==> src/rtl/mux_sel_rr_arbiter_if.sv <==
// Handshake bundle between the round-robin arbiter and the 4:1 mux stage / downstream consumer.
// The arbiter drives selects, grants and beat qualifiers; requesters and consumer drive REQ/READY.
interface mux_sel_rr_arbiter_if;
  logic [3:0] REQ;
  logic       READY;
  logic       S1;
  logic       S2;
  logic [3:0] GNT;
  logic       VALID;
  logic       LAST;

  modport master (
    input  REQ,
    input  READY,
    output S1,
    output S2,
    output GNT,
    output VALID,
    output LAST
  );

  modport slave (
    output REQ,
    output READY,
    input  S1,
    input  S2,
    input  GNT,
    input  VALID,
    input  LAST
  );
endinterface

==> src/rtl/mux_sel_rr_arbiter.sv <==
// Burst-based round-robin arbiter driving the {S1,S2} selects of a 4:1 mux.
// Ownership rotates after BURST_LEN accepted beats or when the owner withdraws its request.
module mux_sel_rr_arbiter #(
  parameter int BURST_LEN = 4,
  parameter int CNT_W     = 3
) (
  input  logic                  CLK,
  input  logic                  RST_N,
  mux_sel_rr_arbiter_if.master  bus
);

  typedef enum logic {IDLE, BUSY} state_t;

  typedef struct packed {
    logic       found;
    logic [1:0] idx;
  } winner_t;

  localparam logic [CNT_W-1:0] BEAT_MAX = CNT_W'(BURST_LEN - 1);

  state_t           state_q, state_d;
  logic [1:0]       sel_q, sel_d;
  logic [3:0]       gnt_q, gnt_d;
  logic [1:0]       ptr_q, ptr_d;
  logic [CNT_W-1:0] beat_q, beat_d;

  logic       valid;
  logic       last;
  logic       xfer;
  logic [1:0] arb_ptr;
  winner_t    win;

  // Search starts one past the previous owner, so that owner is checked last.
  function automatic winner_t arbitrate(input logic [3:0] req, input logic [1:0] ptr);
    winner_t    w;
    logic [1:0] cand;
    w = '0;
    for (int i = 4; i >= 1; i--) begin
      cand = ptr + 2'(i);
      if (req[cand]) begin
        w.found = 1'b1;
        w.idx   = cand;
      end
    end
    return w;
  endfunction

  always_comb begin
    // NOTE: every combinational output gets a default first so no path leaves it unassigned (no latches).
    state_d = state_q;
    sel_d   = sel_q;
    gnt_d   = gnt_q;
    ptr_d   = ptr_q;
    beat_d  = beat_q;

    valid   = (state_q == BUSY) && bus.REQ[sel_q];
    last    = valid && (beat_q == BEAT_MAX);
    xfer    = valid && bus.READY;
    arb_ptr = (state_q == BUSY) ? sel_q : ptr_q;
    win     = arbitrate(bus.REQ, arb_ptr);

    unique case (state_q)
      IDLE: begin
        gnt_d = '0;
        if (win.found) begin
          state_d = BUSY;
          sel_d   = win.idx;
          gnt_d   = 4'b0001 << win.idx;
          ptr_d   = win.idx;
          beat_d  = '0;
        end
      end
      BUSY: begin
        // Release on the final accepted beat or on withdrawal; re-grant in the same edge.
        if ((xfer && last) || !bus.REQ[sel_q]) begin
          if (win.found) begin
            sel_d  = win.idx;
            gnt_d  = 4'b0001 << win.idx;
            ptr_d  = win.idx;
            beat_d = '0;
          end else begin
            state_d = IDLE;
            gnt_d   = '0;
          end
        end else if (xfer) begin
          beat_d = beat_q + 1'b1;
        end
      end
      default: state_d = IDLE;
    endcase
  end

  // NOTE: sequential state uses non-blocking assignments so all registers update from pre-edge values.
  always_ff @(posedge CLK) begin
    if (!RST_N) begin
      state_q <= IDLE;
      sel_q   <= 2'b00;
      gnt_q   <= 4'b0000;
      ptr_q   <= 2'd3;
      beat_q  <= '0;
    end else begin
      state_q <= state_d;
      sel_q   <= sel_d;
      gnt_q   <= gnt_d;
      ptr_q   <= ptr_d;
      beat_q  <= beat_d;
    end
  end

  assign bus.S1    = sel_q[1];
  assign bus.S2    = sel_q[0];
  assign bus.GNT   = gnt_q;
  assign bus.VALID = valid;
  assign bus.LAST  = last;

endmodule

==> src/flat_wrapper.sv <==
// flat-port wrapper written by rule: the top's interface ports become plain ports
module mux_sel_rr_arbiter_flat 
#(
  parameter int BURST_LEN = 4,
  parameter int CNT_W     = 3
)
  (CLK, RST_N, bus_REQ, bus_READY, bus_S1, bus_S2, bus_GNT, bus_VALID, bus_LAST);
  mux_sel_rr_arbiter_if bus_i ();
  input  logic CLK;
  input  logic RST_N;
  input wire logic [$bits(bus_i.REQ)-1:0] bus_REQ;
  input wire logic [$bits(bus_i.READY)-1:0] bus_READY;
  output wire logic [$bits(bus_i.S1)-1:0] bus_S1;
  output wire logic [$bits(bus_i.S2)-1:0] bus_S2;
  output wire logic [$bits(bus_i.GNT)-1:0] bus_GNT;
  output wire logic [$bits(bus_i.VALID)-1:0] bus_VALID;
  output wire logic [$bits(bus_i.LAST)-1:0] bus_LAST;
  assign bus_i.REQ = bus_REQ;
  assign bus_i.READY = bus_READY;
  assign bus_S1 = bus_i.S1;
  assign bus_S2 = bus_i.S2;
  assign bus_GNT = bus_i.GNT;
  assign bus_VALID = bus_i.VALID;
  assign bus_LAST = bus_i.LAST;
  mux_sel_rr_arbiter #(.BURST_LEN(BURST_LEN), .CNT_W(CNT_W)) u_core (.CLK(CLK), .RST_N(RST_N), .bus(bus_i));
endmodule
==> config.mk <==
export PLATFORM = sky130hd
export DESIGN_NAME = mux_sel_rr_arbiter_flat
export DESIGN_NICKNAME = d
export VERILOG_FILES = /design/src/rtl/mux_sel_rr_arbiter_if.sv /design/src/rtl/mux_sel_rr_arbiter.sv /design/src/flat_wrapper.sv
export SDC_FILE = /design/constraint.sdc
export NUM_CORES = 1
export LEC_CHECK = 0
export BUFFER_PORTS_ARGS = -buffer_cell sky130_fd_sc_hd__buf_4
export CORE_MARGIN = 2
export CORE_UTILIZATION = 35
export DETAILED_ROUTE_END_ITERATION = 12
export PLACE_DENSITY = 0.61
export SKIP_LAST_GASP = 1
export SYNTH_ARGS = -nofsm -noshare
export SYNTH_HDL_FRONTEND = slang
export SYNTH_SLANG_ARGS = --single-unit
==> constraint.sdc <==
create_clock -name CLK -period 2.3 [get_ports CLK]
set_input_delay 0.69 -clock CLK [delete_from_list [all_inputs] [get_ports CLK]]
set_output_delay 0.69 -clock CLK [all_outputs]
set_load 0.01 [all_outputs]
==> impl_metrics.env <==
export IMPL_outcome="finished, final reports clean"
export IMPL_worstPathRequired_ps=1610
export IMPL_fin_worst_skew_ps=5.38
export IMPL_drive_above_1_share=0.337
export IMPL_clock_path_buffers=2
export IMPL_cts_tree="built"
export IMPL_synth_area_top_cells="dfxtp_1 (34%), nor2b_1 (4.4%), mux2i_1 (4.2%)"
export IMPL_cts_made_buffers=3
export IMPL_finalHoldViolations=0
export IMPL_ys_warn_count=0
export IMPL_die_area_mm2=0.00241
export IMPL_ys_types=36
export IMPL_maxCapViolCount=0
export IMPL_slew_headroom=0.791
export IMPL_crit_type="input pin to output port"
export IMPL_nFillCells=189
export IMPL_grt_pass1_wl_um=2540
export IMPL_vias=623
export IMPL_fin_area_um2=918
export IMPL_end_kind="output port"
export IMPL_clock_root_buffer="clkbuf_4"
export IMPL_synth_top_area_frac=0.337
export IMPL_multi_input_area_um2=445
export IMPL_grt_max_degree=13
export IMPL_utilization=0.473
export IMPL_max_freq_mhz=437
export IMPL_clk_latency_ps=260
export IMPL_final_min_clock_period_ps=2290
export IMPL_min_period_over_period=0.994
export IMPL_avgSynthCellArea_um2=9.26
export IMPL_row_count=16
export IMPL_syn_cell_area_um2=713
export IMPL_grt_overflow=0
export IMPL_yosysTopAreaCell="dfxtp_1"
export IMPL_finalSetupViolCount=0
export IMPL_initial_core_util=0.367
export IMPL_hold_ws_ps=468
export IMPL_worst_pin_slew_ps=310
export IMPL_yosys_top_cells_count="dfxtp_1 (12), nand2_1 (6), o21ai_0 (6)"
export IMPL_power_mw=0.533
export IMPL_routed_via_density=4.98
export IMPL_finalMaxSlewViolations=0
export IMPL_cp_arrival_ps=1600
export IMPL_port_buffer_count=14
export IMPL_dp_final_hpwl_um=1090
export IMPL_holdBufCountCts=0
export IMPL_postRouteAntennaNets=0
export IMPL_max_vdd_ir_drop_mv=0.354
export IMPL_wire_per_inst_um=11.4
export IMPL_power_per_cell_area_mw_per_mm2=580
export IMPL_wirelength_um=1430
export IMPL_die_h_um=49.1
export IMPL_drc=0
export IMPL_synth_ff_type="dfxtp_1"
export IMPL_ff_latch_area_um2=240
export IMPL_grt_pass1_vias=597
export IMPL_clock_sinks=12
export IMPL_synth_edf_count=0
export IMPL_drt_iter0_drc=12
export IMPL_pin_count=15
export IMPL_htreeDepth=1
export IMPL_p_leak_nw=0.373
export IMPL_fin_nets=109
export IMPL_hold_class="register to register"
export IMPL_area_growth_syn_to_layout_pct=28.8
export IMPL_first_pass_iters=4
export IMPL_worstSetupStartpointType="input pin"
export IMPL_gp_congestion=0.723
export IMPL_synth_most_common_cell="dfxtp_1"
export IMPL_antenna_cells=0
export IMPL_syn_num_nets=86
export IMPL_core_mm2=0.00194
export IMPL_die_x_um=49.1
export IMPL_syn_inst=77
export IMPL_worstPathMaxFanout=3
export IMPL_place_area_um2=877
export IMPL_async_reset_ff_frac=0
export IMPL_ys_ff_latch=12
export IMPL_seq_area_frac_synth=0.337
export IMPL_grt_antenna_before_repair=0
export IMPL_clkTransAtPathRegs_ps=60
export IMPL_grt_usage=0.135
-- report_power, final --
group	leakage, nW	switching, mW	internal [mW]
Clock	0.0138	0.0600	0.0604
Combinational	0.260	0.0753	0.0908
Sequential	0.0987	0.0186	0.228
Total	0.373	0.154	0.379
-- cells in the final DEF, fill, tap and decap left out, drive strengths merged, types with 2 or more instances in the layout --
cell type,n
a21boi,4
and2,3
and3,2
and3b,2
buf,21
clkbuf,3
dfxtp,12
ha,2
mux2i,3
nand2,6
nand2b,3
nand3,2
nor2,4
nor2b,5
nor3b,5
o21ai,7
o221a,2
-- worst max-delay path, cell delays in order --
cell    delay, ps
buf_4         120
mux4_2        490
and3_4        190
buf_6         110
-- logic make-up (layout without fill, tap and decap cells) --
family                   after synthesis  after routing  synth area share
AND/OR/NAND/NOR                       37             37             0.339
AO/OA/AOI/OAI                         18             18             0.172
flip-flops                            12             12             0.337
multiplexers                           4              4            0.0737
buffers and inverters                  4             25            0.0438
adder cells (fa/ha/maj)                2              2            0.0351
-- flip-flops by register name, summed over array words and instances, names as in the netlist --
name,flops
u_core.sel_q,2
u_core.state_q,1
u_core.bus.GNT,4
u_core.beat_q,3
u_core.ptr_q,2
-- stage by stage --
step | instances | worst slack (ps) | TNS, ps
finish | 125 | 13.2 | 0
global route | 125 | -1.28 | -1.28
CTS | 125 | -11.5 | -11.5
detailed placement | 122 | -49.9 | -55.1
global placement | 122 | -51.8 | -57.8
floorplan | 77 | 210 | 0
-- area by class of cell --
cell class                      count  share of cell area
Tap cell                           27              0.0368
Inverter                            1             0.00409
Multi-Input combinational cell     61               0.485
Clock buffer                        3              0.0245
Timing Repair Buffer               21               0.188
Sequential cell                    12               0.262
-- layer usage --
| metal | routed length (um) | vias to the layer above | share of wire | global-route usage |
|---|---|---|---|---|
| met5 | 0 | - | 0 | 0 |
| met4 | 0 | 0 | 0 | 0.0286 |
| met1 | 731 | 291 | 0.51 | 0.174 |
| met3 | 49 | 0 | 0.034 | 0.0460 |
| li1 | - | 324 | - | - |
| met2 | 644 | 8 | 0.45 | 0.216 |
-- what timing repair did --
item	4_1_cts	5_1_grt
gates resized for setup	2	3
cloned	0	0
pin swaps	1	0
endpoints found under the setup margin	2	2
buffers inserted	0	0
-- final timing paths --
kind | startpoint | endpoint | slack, ps | cells past startpoint
max | bus_REQ[0] | bus_LAST | 10 | 4
min | u_core.bus.GNT[2] | u_core.bus.GNT[2] | 470 | 2
max reg2reg | u_core.state_q | u_core.bus.GNT[2] | 420 | 5
min reg2reg | u_core.bus.GNT[2] | u_core.bus.GNT[2] | 470 | 2
No activity file was read; power rests on OpenSTA's default activity.
